`src/rtl/sparce_pkg.sv`:
```
// Shared SparCE types: PSRU state encoding, the latched SASA entry and the instruction size.
package sparce_pkg;

  localparam int SPARCE_INSTR_BYTES = 4;
  localparam int SPARCE_SKIP_W      = 5;

  typedef enum logic [1:0] {
    IDLE     = 2'd0,
    CHECK    = 2'd1,
    WAIT     = 2'd2,
    REDIRECT = 2'd3
  } psru_state_t;

  typedef struct packed {
    logic [4:0]               rs1;
    logic [4:0]               rs2;
    logic                     cond;
    logic [SPARCE_SKIP_W-1:0] skip_cnt;
  } sasa_entry_t;

  // cond = 1 needs both sources sparse, cond = 0 needs either.
  function automatic logic sparce_match(input logic cond, input logic s1, input logic s2);
    return cond ? (s1 & s2) : (s1 | s2);
  endfunction

endpackage

```
`src/rtl/sparce_psru_hazard.sv`:
```
// Combinational check: does an in-flight instruction still owe a sparsity writeback to rs1/rs2?
module sparce_psru_hazard (
  input  logic       inflight_valid,
  input  logic [4:0] inflight_rd,
  input  logic [4:0] rs1,
  input  logic [4:0] rs2,
  output logic       hazard
);

  // x0 is never written, so it can never be a pending source.
  assign hazard = inflight_valid && (inflight_rd != 5'd0) &&
                  ((inflight_rd == rs1) || (inflight_rd == rs2));

endmodule

```
`src/rtl/sparce_psru.sv`:
```
// SparCE pre-identify-and-skip redundancy unit: latches a SASA hit, checks SpRF sparsity, redirects fetch.
// Optional statistics counters are enabled with the SPARCE_PSRU_STATS_EN macro.
module sparce_psru
  import sparce_pkg::*;
#(
  parameter int MAX_WAIT = 3,
  parameter int SKIP_W   = 5
) (
  input  logic              CLK,
  input  logic              nRST,
  input  logic [31:0]       pc,
  input  logic              sasa_hit,
  input  logic [4:0]        sasa_rs1_in,
  input  logic [4:0]        sasa_rs2_in,
  input  logic              sasa_cond,
  input  logic [SKIP_W-1:0] sasa_skip_cnt,
  input  logic              inflight_valid,
  input  logic [4:0]        inflight_rd,
  input  logic              rs1_sparsity,
  input  logic              rs2_sparsity,
  input  logic              flush,
  input  logic              skip_ack,
  output logic [4:0]        sasa_rs1,
  output logic [4:0]        sasa_rs2,
  output logic              skip,
  output logic [31:0]       skip_target,
  output logic              busy
`ifdef SPARCE_PSRU_STATS_EN
  ,
  output logic [31:0]       skip_count,
  output logic [31:0]       abort_count
`endif
);

  localparam int WAIT_W = (MAX_WAIT < 2) ? 1 : $clog2(MAX_WAIT + 1);

  psru_state_t       state_q, state_d;
  sasa_entry_t       entry_q, entry_d;
  logic [31:0]       lpc_q, lpc_d;
  logic [WAIT_W-1:0] wait_cnt_q, wait_cnt_d;
  logic              hazard;
  logic              match;
  logic              wait_timeout;

  sparce_psru_hazard u_hazard (
    .inflight_valid (inflight_valid),
    .inflight_rd    (inflight_rd),
    .rs1            (entry_q.rs1),
    .rs2            (entry_q.rs2),
    .hazard         (hazard)
  );

  assign match        = sparce_match(entry_q.cond, rs1_sparsity, rs2_sparsity);
  assign wait_timeout = (state_q == WAIT) && hazard && (wait_cnt_q == WAIT_W'(MAX_WAIT));

  always_comb begin
    state_d    = state_q;
    entry_d    = entry_q;
    lpc_d      = lpc_q;
    wait_cnt_d = wait_cnt_q;
    unique case (state_q)
      IDLE: begin
        if (sasa_hit) begin
          lpc_d            = pc;
          entry_d.rs1      = sasa_rs1_in;
          entry_d.rs2      = sasa_rs2_in;
          entry_d.cond     = sasa_cond;
          // The stored field is sized by the package; SKIP_W is expected to match it.
          entry_d.skip_cnt = SPARCE_SKIP_W'(sasa_skip_cnt);
          wait_cnt_d       = '0;
          state_d          = CHECK;
        end
      end
      CHECK, WAIT: begin
        if (hazard) begin
          if (state_q == CHECK) begin
            state_d    = (MAX_WAIT > 0) ? WAIT : IDLE;
            wait_cnt_d = WAIT_W'(1);
          end else if (wait_timeout) begin
            state_d = IDLE;
          end else begin
            wait_cnt_d = wait_cnt_q + WAIT_W'(1);
          end
        end else if (match && (entry_q.skip_cnt != '0)) begin
          state_d = REDIRECT;
        end else begin
          state_d = IDLE;
        end
      end
      REDIRECT: begin
        if (skip_ack) state_d = IDLE;
      end
      default: state_d = IDLE;
    endcase
    if (flush) state_d = IDLE;
  end

  always_ff @(posedge CLK or negedge nRST) begin
    if (!nRST) begin
      state_q    <= IDLE;
      entry_q    <= '0;
      lpc_q      <= '0;
      wait_cnt_q <= '0;
    end else begin
      state_q    <= state_d;
      entry_q    <= entry_d;
      lpc_q      <= lpc_d;
      wait_cnt_q <= wait_cnt_d;
    end
  end

  assign sasa_rs1    = entry_q.rs1;
  assign sasa_rs2    = entry_q.rs2;
  assign busy        = (state_q != IDLE);
  assign skip        = (state_q == REDIRECT) && !flush;
  assign skip_target = (state_q == REDIRECT) ?
                       lpc_q + ((32'(entry_q.skip_cnt) + 32'd1) * 32'(SPARCE_INSTR_BYTES)) : 32'd0;

`ifdef SPARCE_PSRU_STATS_EN
  logic [31:0] skip_count_q, skip_count_d;
  logic [31:0] abort_count_q, abort_count_d;

  always_comb begin
    skip_count_d  = skip_count_q;
    abort_count_d = abort_count_q;
    if ((state_q == REDIRECT) && skip_ack && !flush && (skip_count_q != '1))
      skip_count_d = skip_count_q + 32'd1;
    if (wait_timeout && !flush && (abort_count_q != '1))
      abort_count_d = abort_count_q + 32'd1;
  end

  always_ff @(posedge CLK or negedge nRST) begin
    if (!nRST) begin
      skip_count_q  <= '0;
      abort_count_q <= '0;
    end else begin
      skip_count_q  <= skip_count_d;
      abort_count_q <= abort_count_d;
    end
  end

  assign skip_count  = skip_count_q;
  assign abort_count = abort_count_q;
`endif

endmodule

```
`config.mk`:
```
export PLATFORM = sky130hd
export DESIGN_NAME = sparce_psru
export DESIGN_NICKNAME = d
export VERILOG_FILES = /design/src/rtl/sparce_pkg.sv /design/src/rtl/sparce_psru_hazard.sv /design/src/rtl/sparce_psru.sv
export SDC_FILE = /design/constraint.sdc
export NUM_CORES = 1
export LEC_CHECK = 0
export BUFFER_PORTS_ARGS = -buffer_cell sky130_fd_sc_hd__buf_2
export CAP_MARGIN = 40
export CORE_ASPECT_RATIO = 1.2
export CORE_MARGIN = 2
export CORE_UTILIZATION = 52
export CTS_BUF_LIST = sky130_fd_sc_hd__clkbuf_16
export CTS_CLUSTER_SIZE = 8
export DETAILED_ROUTE_END_ITERATION = 6
export PLACE_DENSITY = 0.81
export SETUP_SLACK_MARGIN = 0.1
export SLEW_MARGIN = 20
export SYNTH_ARGS = -nofsm -noshare
export SYNTH_HDL_FRONTEND = slang
export SYNTH_SLANG_ARGS = --single-unit
```
`constraint.sdc`:
```
create_clock -name CLK -period 3.5 [get_ports CLK]
set_clock_uncertainty 0.05 [all_clocks]
set_input_delay 0.175 -clock CLK [delete_from_list [all_inputs] [get_ports CLK]]
set_output_delay 0.175 -clock CLK [all_outputs]
set_load 0.01 [all_outputs]
```
Yosys cells after proc, flatten, opt, wreduce, memory -nomap -nowiden --
Index checks and enable logic that the tools add are counted.
Storage, ports and cells: output and inout bits 44, bits in latches 0, memories 0, ROM bits 0, register bits after elaboration 52, input bits 61, RAM bits 0
Cells by class: equality and inequality tests 12, add/sub/neg operators 3, bitwise gates (word level) 2, order comparisons 0, div/mod/pow operators 0, mux-type cells 15, reductions and logical operators 17, shift-type cells 0, multipliers 0
Operator list (number):
- adder 32 x 8 -> 32 bit | 1
- 2-to-1 mux 32 bit | 1
- 2-to-1 mux 2 bit | 11
- == test 5 bit | 2
- nonzero test 5 bit | 2
- inequality test 3 bit, second input constant | 3
- adder 5 x 1 -> 6 bit, second input constant | 1
- == test 2 bit, second input constant | 3
- logical AND 1 bit | 6
- one-hot mux 2 bit (3 select lines) | 1
- inequality test 5 bit, second input constant | 1
- inequality test 2 bit, second input constant | 2
- one-hot mux 2 bit (2 select lines) | 1
- AND reduction 4 bit | 1
- nonzero test 2 bit | 2
- AND reduction 3 bit | 1
- adder 2 x 1 -> 2 bit, second input constant | 1
- == test 2 x 1 -> 1 bit, second input constant | 1
- logical NOT 2 bit | 1
- AND reduction 2 bit | 1
- OR reduction 2 bit | 1
- AND 1 bit | 1
- logical NOT 1 bit | 1
- logical OR 1 bit | 1
- 2 further kinds | 2

Longest topological paths before layout --
Gate-level depths: netlist of run 1.
depth after elaboration 10, gate-level depth with buffers 10, depth with buffers taken out 10

Hierarchy --
A second synthesis of run 1 with hierarchy kept.
Unflattened totals: cell total of the unflattened synthesis 323, area total of the unflattened synthesis 3347.0 sq um
Modules (own cells, without submodules):
- sparce_psru | area an instance 3221.8 sq um, times used 1, cells an instance 306
- sparce_psru_hazard | area an instance 125.1 sq um, times used 1, cells an instance 17

Least setup slack after synthesis of run 1 --
No wires, ideal clock.
path type reg2out, from register entry_q[0] (netlist bit), to output skip_target[12], stages on the path, launching flop included 11, arrival 2.527 ns, buffers on the path 0, slack 0.748 ns, data required time 3.275 ns, cell sequence dfrtp_1 inv_1 ha_1 inv_1 fa_1 nand3b_1 a21boi_0 o21ai_1 a21boi_2 and4_1 mux2i_1
On the way: word-level cells in the longest chain between the ends 3
RTL lines:
- start: declaration | RTL line sparce_psru.sv:38 | sasa_entry_t entry_q, entry_d;
- start signal: assignment | RTL line sparce_psru.sv:106 | entry_q <= entry_d;
- adder 5 x 1 -> 6 bit | RTL line sparce_psru.sv:117 | lpc_q + ((32'(entry_q.skip_cnt) + 32'd1) * 32'(SPARCE_INSTR_BYTES)) : 32'd0;
- adder 32 x 8 -> 32 bit | RTL line sparce_psru.sv:117
- 2-to-1 mux 32 bit | RTL line sparce_psru.sv:116 | assign skip_target = (state_q == REDIRECT) ?
- end: declaration | RTL line sparce_psru.sv:26 | output logic [31:0] skip_target,
No other way between the ends.

Final worst setup path of run 1 --
from register entry_q[0] (netlist bit), to output skip_target[28]
Same word-level chain as after synthesis.

==> results of run 1 <==
[final cells by class]
cell class                      count  area share [%]
Clock buffer                        5           3.093
Clock inverter                      2          0.2165
Inverter                           20           1.856
Multi-Input combinational cell    234           46.27
Sequential cell                    52           32.17
Tap cell                           82           2.536
Timing Repair Buffer              109           13.86
[kinds of logic (layout without fill, tap and decap cells)]
kind of cell	after synthesis	count (layout)
flops	52	52
fa+ha+maj	16	16
compound gates	38	39
xor+xnor	28	28
simple gates	95	95
buf+inv	39	136
mux	56	56
[worst paths after layout]
path,cells past startpoint,start,end
max,11,entry_q[0],skip_target[28]
min,2,sasa_skip_cnt[4],entry_q[4]
max reg2reg,6,state_q[0],state_q[0]
min reg2reg,1,entry_q[5],entry_q[5]
max in group asynchronous,3,nRST,lpc_q[20]
min in group asynchronous,3,nRST,sasa_rs2[0]
[power by group]
part	switching (mW)	internal, mW	leakage, nW
registers	0.290	0.885	0.614
clock network	0.206	0.258	0.0709
logic	0.818	0.751	1.25
total	1.31	1.89	1.93
[metrics by stage]
step | util (%) | area [um^2] | total power [mW] | instances | setup WS, ns
finish | 66.01 | 4045 | 3.208 | 504 | 0.3476
CTS | 65.70 | 4026 | 3.171 | 503 | 0.1621
global placement | 63.23 | 3875 | 2.617 | 495 | 0.4645
global route | 66.01 | 4045 | 3.478 | 504 | 0.1327
detailed placement | 63.23 | 3875 | 2.685 | 495 | 0.4067
floorplan | - | 3336 | 2.350 | 324 | 0.7481
[timing repair]
item | in CTS | in global routing
endpoints found under the hold margin | 52 | 0
hold buffers | 1 | 0
endpoints found under the setup margin | 1 | 8
pin swaps | 1 | 1
gates cloned | 0 | 1
gates resized for setup | 1 | 3
[flip-flops by register name, summed over array words and instances, names as in the netlist]
name and cells:
lpc_q 32, entry_q 6, sasa_rs1 5, sasa_rs2 5, state_q 2, wait_cnt_q 2
[layer usage]
layer	global-route usage [%]	wire length, um	vias to the layer above
met4	6.845	150	0
met3	3.543	308	14
met5	0	0	-
li1	-	-	1328
met1	26.11	3170	1332
met2	41.08	4024	72
[layout by cell type (no fill, tap or decap), types with 3 or more instances in the layout]
cell type	n
o21ai_0	5
mux2_2	48
a21oi_1	12
and4_1	6
clkbuf_16	5
buf_2	104
ha_1	14
nand3_1	9
or4_1	4
buf_4	4
and3_1	3
dfrtp_1	52
and2_1	4
or3_1	3
nand4_1	5
o31ai_1	4
inv_1	20
nand2_1	20
mux2i_1	8
nor3_1	5
nand2b_1	7
nor2_1	23
xnor2_1	7
xor2_1	21
==> key figures, run 1 <==
STA
  • RSZ-0062 raised after global routing: false
  • Worst Tran Pin Value: 0.6600 ns
  • Hold Violations, Final: 0
  • Slew margin rel.: around 56%
  • Period Utilization, post-route: between 90% and 100%
  • Max-slew violations: 0
  • Setup TNS: 0 ns
  • Final min period: 3.152 ns
  • Hold_ws: 0.06648 ns
  • Fmax achieved: 0.3172 GHz
  • Final setup viols: 0

Synthesis
  • Synth Area in Compound Gates: 7.952%
  • Post-synth EDFFs: 0
  • Mux share of post-synthesis cell area: a little under a fifth
  • Synth top area share: roughly two fifths
  • Post-synthesis xor/xnor area fraction: under 10%
  • Ys flop type: dfrtp_1
  • Yosys top cell by area: dfrtp_1
  • Largest family of logic cells by synthesized area: multiplexers
  • Ys async rst share: 100.0%
  • Synth warn: 0
  • Post-Synthesis Cells: ~320
  • Post-Synth Simple-Gate Area: 15.19%
  • Ranking of synthesized cells by area: dfrtp_1 39%, mux2_2 16%, xor2_1 5.5%
  • Post-synth top cells: 52 x dfrtp_1, 48 x mux2_2, 23 x nor2_1
  • Share of the yosys chip area belonging to registers: about two fifths
  • Synth Area per Inst: around 10 um^2
  • Post-Syn Nets: 400
  • Cell with the most instances after synthesis: dfrtp_1
  • Adder-cell area share of the yosys netlist: between 6 and 7%
  • Register bit total from synthesis: 52
  • Yosys cell types: 48
  • Mapped Area: roughly 3300 um^2

Pwr
  • P_leak: about 1.9 nW
  • Max VDD drop: 0.0004520 V
  • Pwr/cell area: just under 800 nW/um^2

Global route
  • Global-route wire length before repair: about 13000 um
  • Initial antenna violation count: 0
  • GRT Util Overall: 22.16%
  • Vias in the first global route: approximately 2700
  • Largest net degree at the start of global routing: 53
  • Grt ovf: 0

Floorplan
  • Die Area: a little over 7000 um^2
  • CORE AREA: between 6000 and 7000 um^2
  • I/O Pins: approximately 110
  • Initial Util: a little over half
  • Chip Height: ~92 um
  • Die width: 77.12 um
  • # rows: 31

Placement
  • Placer Congestion: between 0.8 and 0.9
  • Dpl hpwl: 5670 um
  • Port bufs: between 100 and 150

Critical path
  • Arrival @ worst endpoint: 2.93 ns
  • CP max FO: 7
  • Cell chain of the critical path: inv_1 -> ha_1 -> inv_1 -> fa_1 -> nand3b_1 -> a21boi_2 -> o21ai_2 -> a21boi_4 -> and4_1 -> mux2i_1 -> buf_2
  • Critical path startpoint category: flop
  • Max stage delay on crit path: around 0.42 ns
  • Reg2Reg Setup Slack: about 1.5 ns
  • Worst setup EP type: output pin
  • Worst Path Required: between 3 and 4 ns
  • Delay-heaviest family, CP: adder cells
  • Buffers plus inverters on the worst setup path: 3
  • Most frequent CP cell: inv_1
  • Worst path slowest cell: fa_1
  • Setup Crit Path Kind: flop to output pin

Clock network
  • Clk pin slew, worst setup/hold paths: 0.07 ns
  • CTS Buffer Depth: 2
  • Worst skew pair latency: 0.28 ns
  • CTS tree: built
  • Htree depth: 2
  • Postcts setup bufs: 0
  • CTS sink count: 52
  • Num CTS Buffers: 5
  • CTS Root Buffer Type: clkbuf_16

Layout
  • Reg area: between 1000 and 1500 um^2
  • Diode count: 0
  • Final #Nets: 498
  • Multi-input logic area: about 1900 um^2
  • Layout fillers: about 520
  • Share of cells above drive strength 1: between 40% and 50%
  • Area Overhead vs Synth: 21.27%

Run status
  • Status: completed

Hold path
  • Worst min-delay path class: input pin to flop

Route
  • Final antenna-violating net count: 0
  • Post-route DRC: 0
  • Iter 0 DRT Violations: 119
  • Vias post-DR: approximately 2700
  • Final WL: about 7700 um
  • Drt via density: 5.448
  • Router iterations before antenna repair: 4
  • Per-cell routed wire length: between 15 and 20 um

Flow run
  • Max-cap viol count: 0
No activity file was read; power rests on OpenSTA's default activity.
==> run 2: changes to the inputs <==
--- a/config.mk
+++ b/config.mk
@@ -7,8 +7,7 @@
 export LEC_CHECK = 0
 export BUFFER_PORTS_ARGS = -buffer_cell sky130_fd_sc_hd__buf_2
 export CAP_MARGIN = 40
-export CORE_ASPECT_RATIO = 1.2
-export CORE_MARGIN = 2
+export CORE_MARGIN = 1.5
 export CORE_UTILIZATION = 52
 export CTS_BUF_LIST = sky130_fd_sc_hd__clkbuf_16
 export CTS_CLUSTER_SIZE = 8
==> run 2 against run 1 <==
Effect of this change: clock power increased by 2%; routed wire length down 4.7%; sequential power hardly changed; worst hold slack got worse by 0.0041 ns; worst setup slack worse by 0.073 ns; die area decreased by 2.4%; critical path type unchanged; largest cell class unchanged; largest power group unchanged.
==> key figures, run 2 (synthesis gave the netlist of run 1 again) <==
Run status
  • Status: completed

Clock network
  • Num CTS Buffers: 5 (unchanged)
  • Worst skew pair latency: 0.29 ns (about the same)
  • CTS Buffer Depth: 2 (unchanged)
  • CTS Root Buffer Type: clkbuf_16
  • CTS sink count: 52 (unchanged)
  • Htree depth: 2 (unchanged)
  • CTS tree: built
  • Clk pin slew, worst setup/hold paths: 0.07 ns (about the same)

Flow run
  • Max-cap viol count: 0 (unchanged)

Critical path
  • Arrival @ worst endpoint: 3.00 ns (+0.07 ns)
  • Cell chain of the critical path: inv_1 -> ha_1 -> inv_1 -> fa_1 -> nand3b_1 -> a21boi_2 -> o21ai_4 -> a21boi_4 -> and4_1 -> mux2i_1 -> buf_2
  • Critical path startpoint category: flop
  • Setup Crit Path Kind: flop to output pin
  • Worst setup EP type: output pin
  • Max stage delay on crit path: 0.43 ns (about the same)
  • Most frequent CP cell: inv_1
  • Worst path slowest cell: fa_1
  • Worst Path Required: 3.27 ns (about the same)
  • CP max FO: 7 (unchanged)

STA
  • Final min period: 3.225 ns (+0.07275 ns)
  • Max-slew violations: 0 (unchanged)
  • Fmax achieved: 0.3101 GHz (-2.3%)
  • Hold Violations, Final: 0 (unchanged)
  • Setup TNS: 0 ns (unchanged)
  • Worst Tran Pin Value: 0.6235 ns (-0.03642 ns)
  • RSZ-0062 raised after global routing: false
  • Final setup viols: 0 (unchanged)
  • Period Utilization, post-route: 92.15% (+2.1 points)
  • Slew margin rel.: 58.43% (+2.4 points)
  • Setup slack after layout: 0.2749 ns (-0.07275 ns)

Layout
  • Layout fillers: 500 (-3.5%)
  • Commonest non-fill, non-tap cell in the layout: buf_2
  • Reg area: 1301 um^2 (unchanged)
  • Design area: 4080 um^2 (+0.87%)
  • Multi-input logic area: 1868 um^2 (-0.20%)
  • Share of cells above drive strength 1: 41.31% (+0.56 points)
  • Most flops, register: lpc_q
  • Max reg flops: 32 (unchanged)
  • Most frequent cells in the layout: 104 x buf_2, 52 x dfrtp_1, 48 x mux2_2, 23 x nor2_1, 21 x xor2_1
  • Final #Nets: 501 (+0.60%)
  • Diode count: 0 (unchanged)
  • Largest registers: lpc_q: 32 flops, entry_q: 6 flops
  • Area Overhead vs Synth: 22.32%
  • Final core utilization: 67.32% (+1.3 points)

Floorplan
  • Die Area: 6904 um^2 (-2.4%)
  • Initial Util: 55.04% (+0.61 points)
  • CORE AREA: 6061 um^2 (-1.1%)
  • # rows: 28 (-9.7%)
  • I/O Pins: 105 (unchanged)
  • Chip Height: 83.09 um (-9.4%)
  • Die width: 83.09 um (+7.7%)

Route
  • Final antenna-violating net count: 0 (unchanged)
  • Router iterations before antenna repair: 4 (unchanged)
  • Drt via density: 5.441 (-0.13%)
  • Iter 0 DRT Violations: 71 (-40%)
  • Vias post-DR: 2726 (-0.73%)
  • Final WL: 7295 um (-4.7%)
  • Post-route DRC: 0 (unchanged)
  • Per-cell routed wire length: 14.56 um (-4.1%)

Placement
  • Area after DPL: 3879 um^2 (about the same)
  • Port bufs: 104 (unchanged)
  • Placer Congestion: 0.8141 (+0.43%)
  • Setup WS pre-CTS: 0.3446 ns (-0.06217 ns)
  • Dpl hpwl: 5610 um (-1.0%)

Hold path
  • Worst min-delay path class: input pin to flop

Global route
  • Grt ovf: 0 (unchanged)
  • Vias in the first global route: 2772 (+0.91%)
  • Largest net degree at the start of global routing: 49 (-7.5%)
  • GRT Util Overall: 22.03% (-0.14 points)
  • Global-route wire length before repair: 12590 um (-0.82%)
  • Initial antenna violation count: 0 (unchanged)

Pwr
  • Max VDD drop: 0.0004323 V (-4.4%)
  • P_leak: 1.956 nW (+1.2%)
  • Pwr/cell area: 799.8 nW/um^2 (+0.84%)
-- run 2: changes by cell type in the layout (fill, tap and decap cells not counted) --
cell	change
a21boi_2	-1
buf_12	+1
buf_4	+3
clkinv_1	+1
clkinv_2	+1
inv_1	-1
o21ai_2	-1
o21ai_4	+1
-- run 2: what timing repair did --
action	CTS	global route
pin swaps	1	2
setup buffers	0	4
resized for setup	1	4
gates cloned	0	0
endpoints found under the hold margin	12	0
endpoints found under the setup margin	3	10
hold buffers	1	0
-- run 2: final cells by class --
type | instances | share of cell area (%)
inverters | 20 | 1.840
repair buffers | 113 | 14.78
multi-input cells | 233 | 45.78
well taps | 75 | 2.300
flip-flops and latches | 52 | 31.89
clock buffers | 5 | 3.067
clock inverters | 3 | 0.3373
-- run 2: worst paths after layout --
path / depth (start not counted) / slack [ns] / end / startpoint
max: 11 / 0.27 / skip_target[12] / entry_q[0]
min: 2 / 0.06 / lpc_q[20] / pc[20]
max reg2reg: 6 / 1.55 / state_q[1] / state_q[0]
min reg2reg: 1 / 0.46 / lpc_q[0] / lpc_q[0]
max in group asynchronous: 3 / 2.61 / lpc_q[5] / nRST
min in group asynchronous: 2 / 0.28 / state_q[1] / nRST
-- run 2: through the flow --
step / hold WS (ns) / power [mW] / instances
6_report: 0.06237 / 3.263 / 501
5_1_grt: 0.05864 / 3.539 / 501
4_1_cts: 0.05935 / 3.185 / 497
3_5_place_dp: 0.05663 / 2.695 / 488
3_3_place_gp: 0.2990 / 2.625 / 487
2_1_floorplan: -0.1706 / 2.350 / 324
-- run 2: critical path: cells and delay by family, from the launching register on --
kind | cells | cell delay, ns
AO/OA/AOI/OAI | 3 | 0.61
adder cells (fa/ha/maj) | 2 | 0.74
buffers and inverters | 3 | 0.29
flip-flops | 1 | 0.40
multiplexers | 1 | 0.19
AND/OR/NAND/NOR | 2 | 0.48
-- run 2: power by group --
group / internal [mW] / switching, mW
Sequential: 0.885 / 0.282
Combinational: 0.788 / 0.834
Clock: 0.260 / 0.213
Total: 1.93 / 1.33
-- run 2: layer usage --
layer | global-route usage [%] | wire length (um)
met4 | 7.273 | 111
met1 | 27.67 | 3148
met2 | 38.88 | 3771
met3 | 3.181 | 264
met5 | 0 | 0
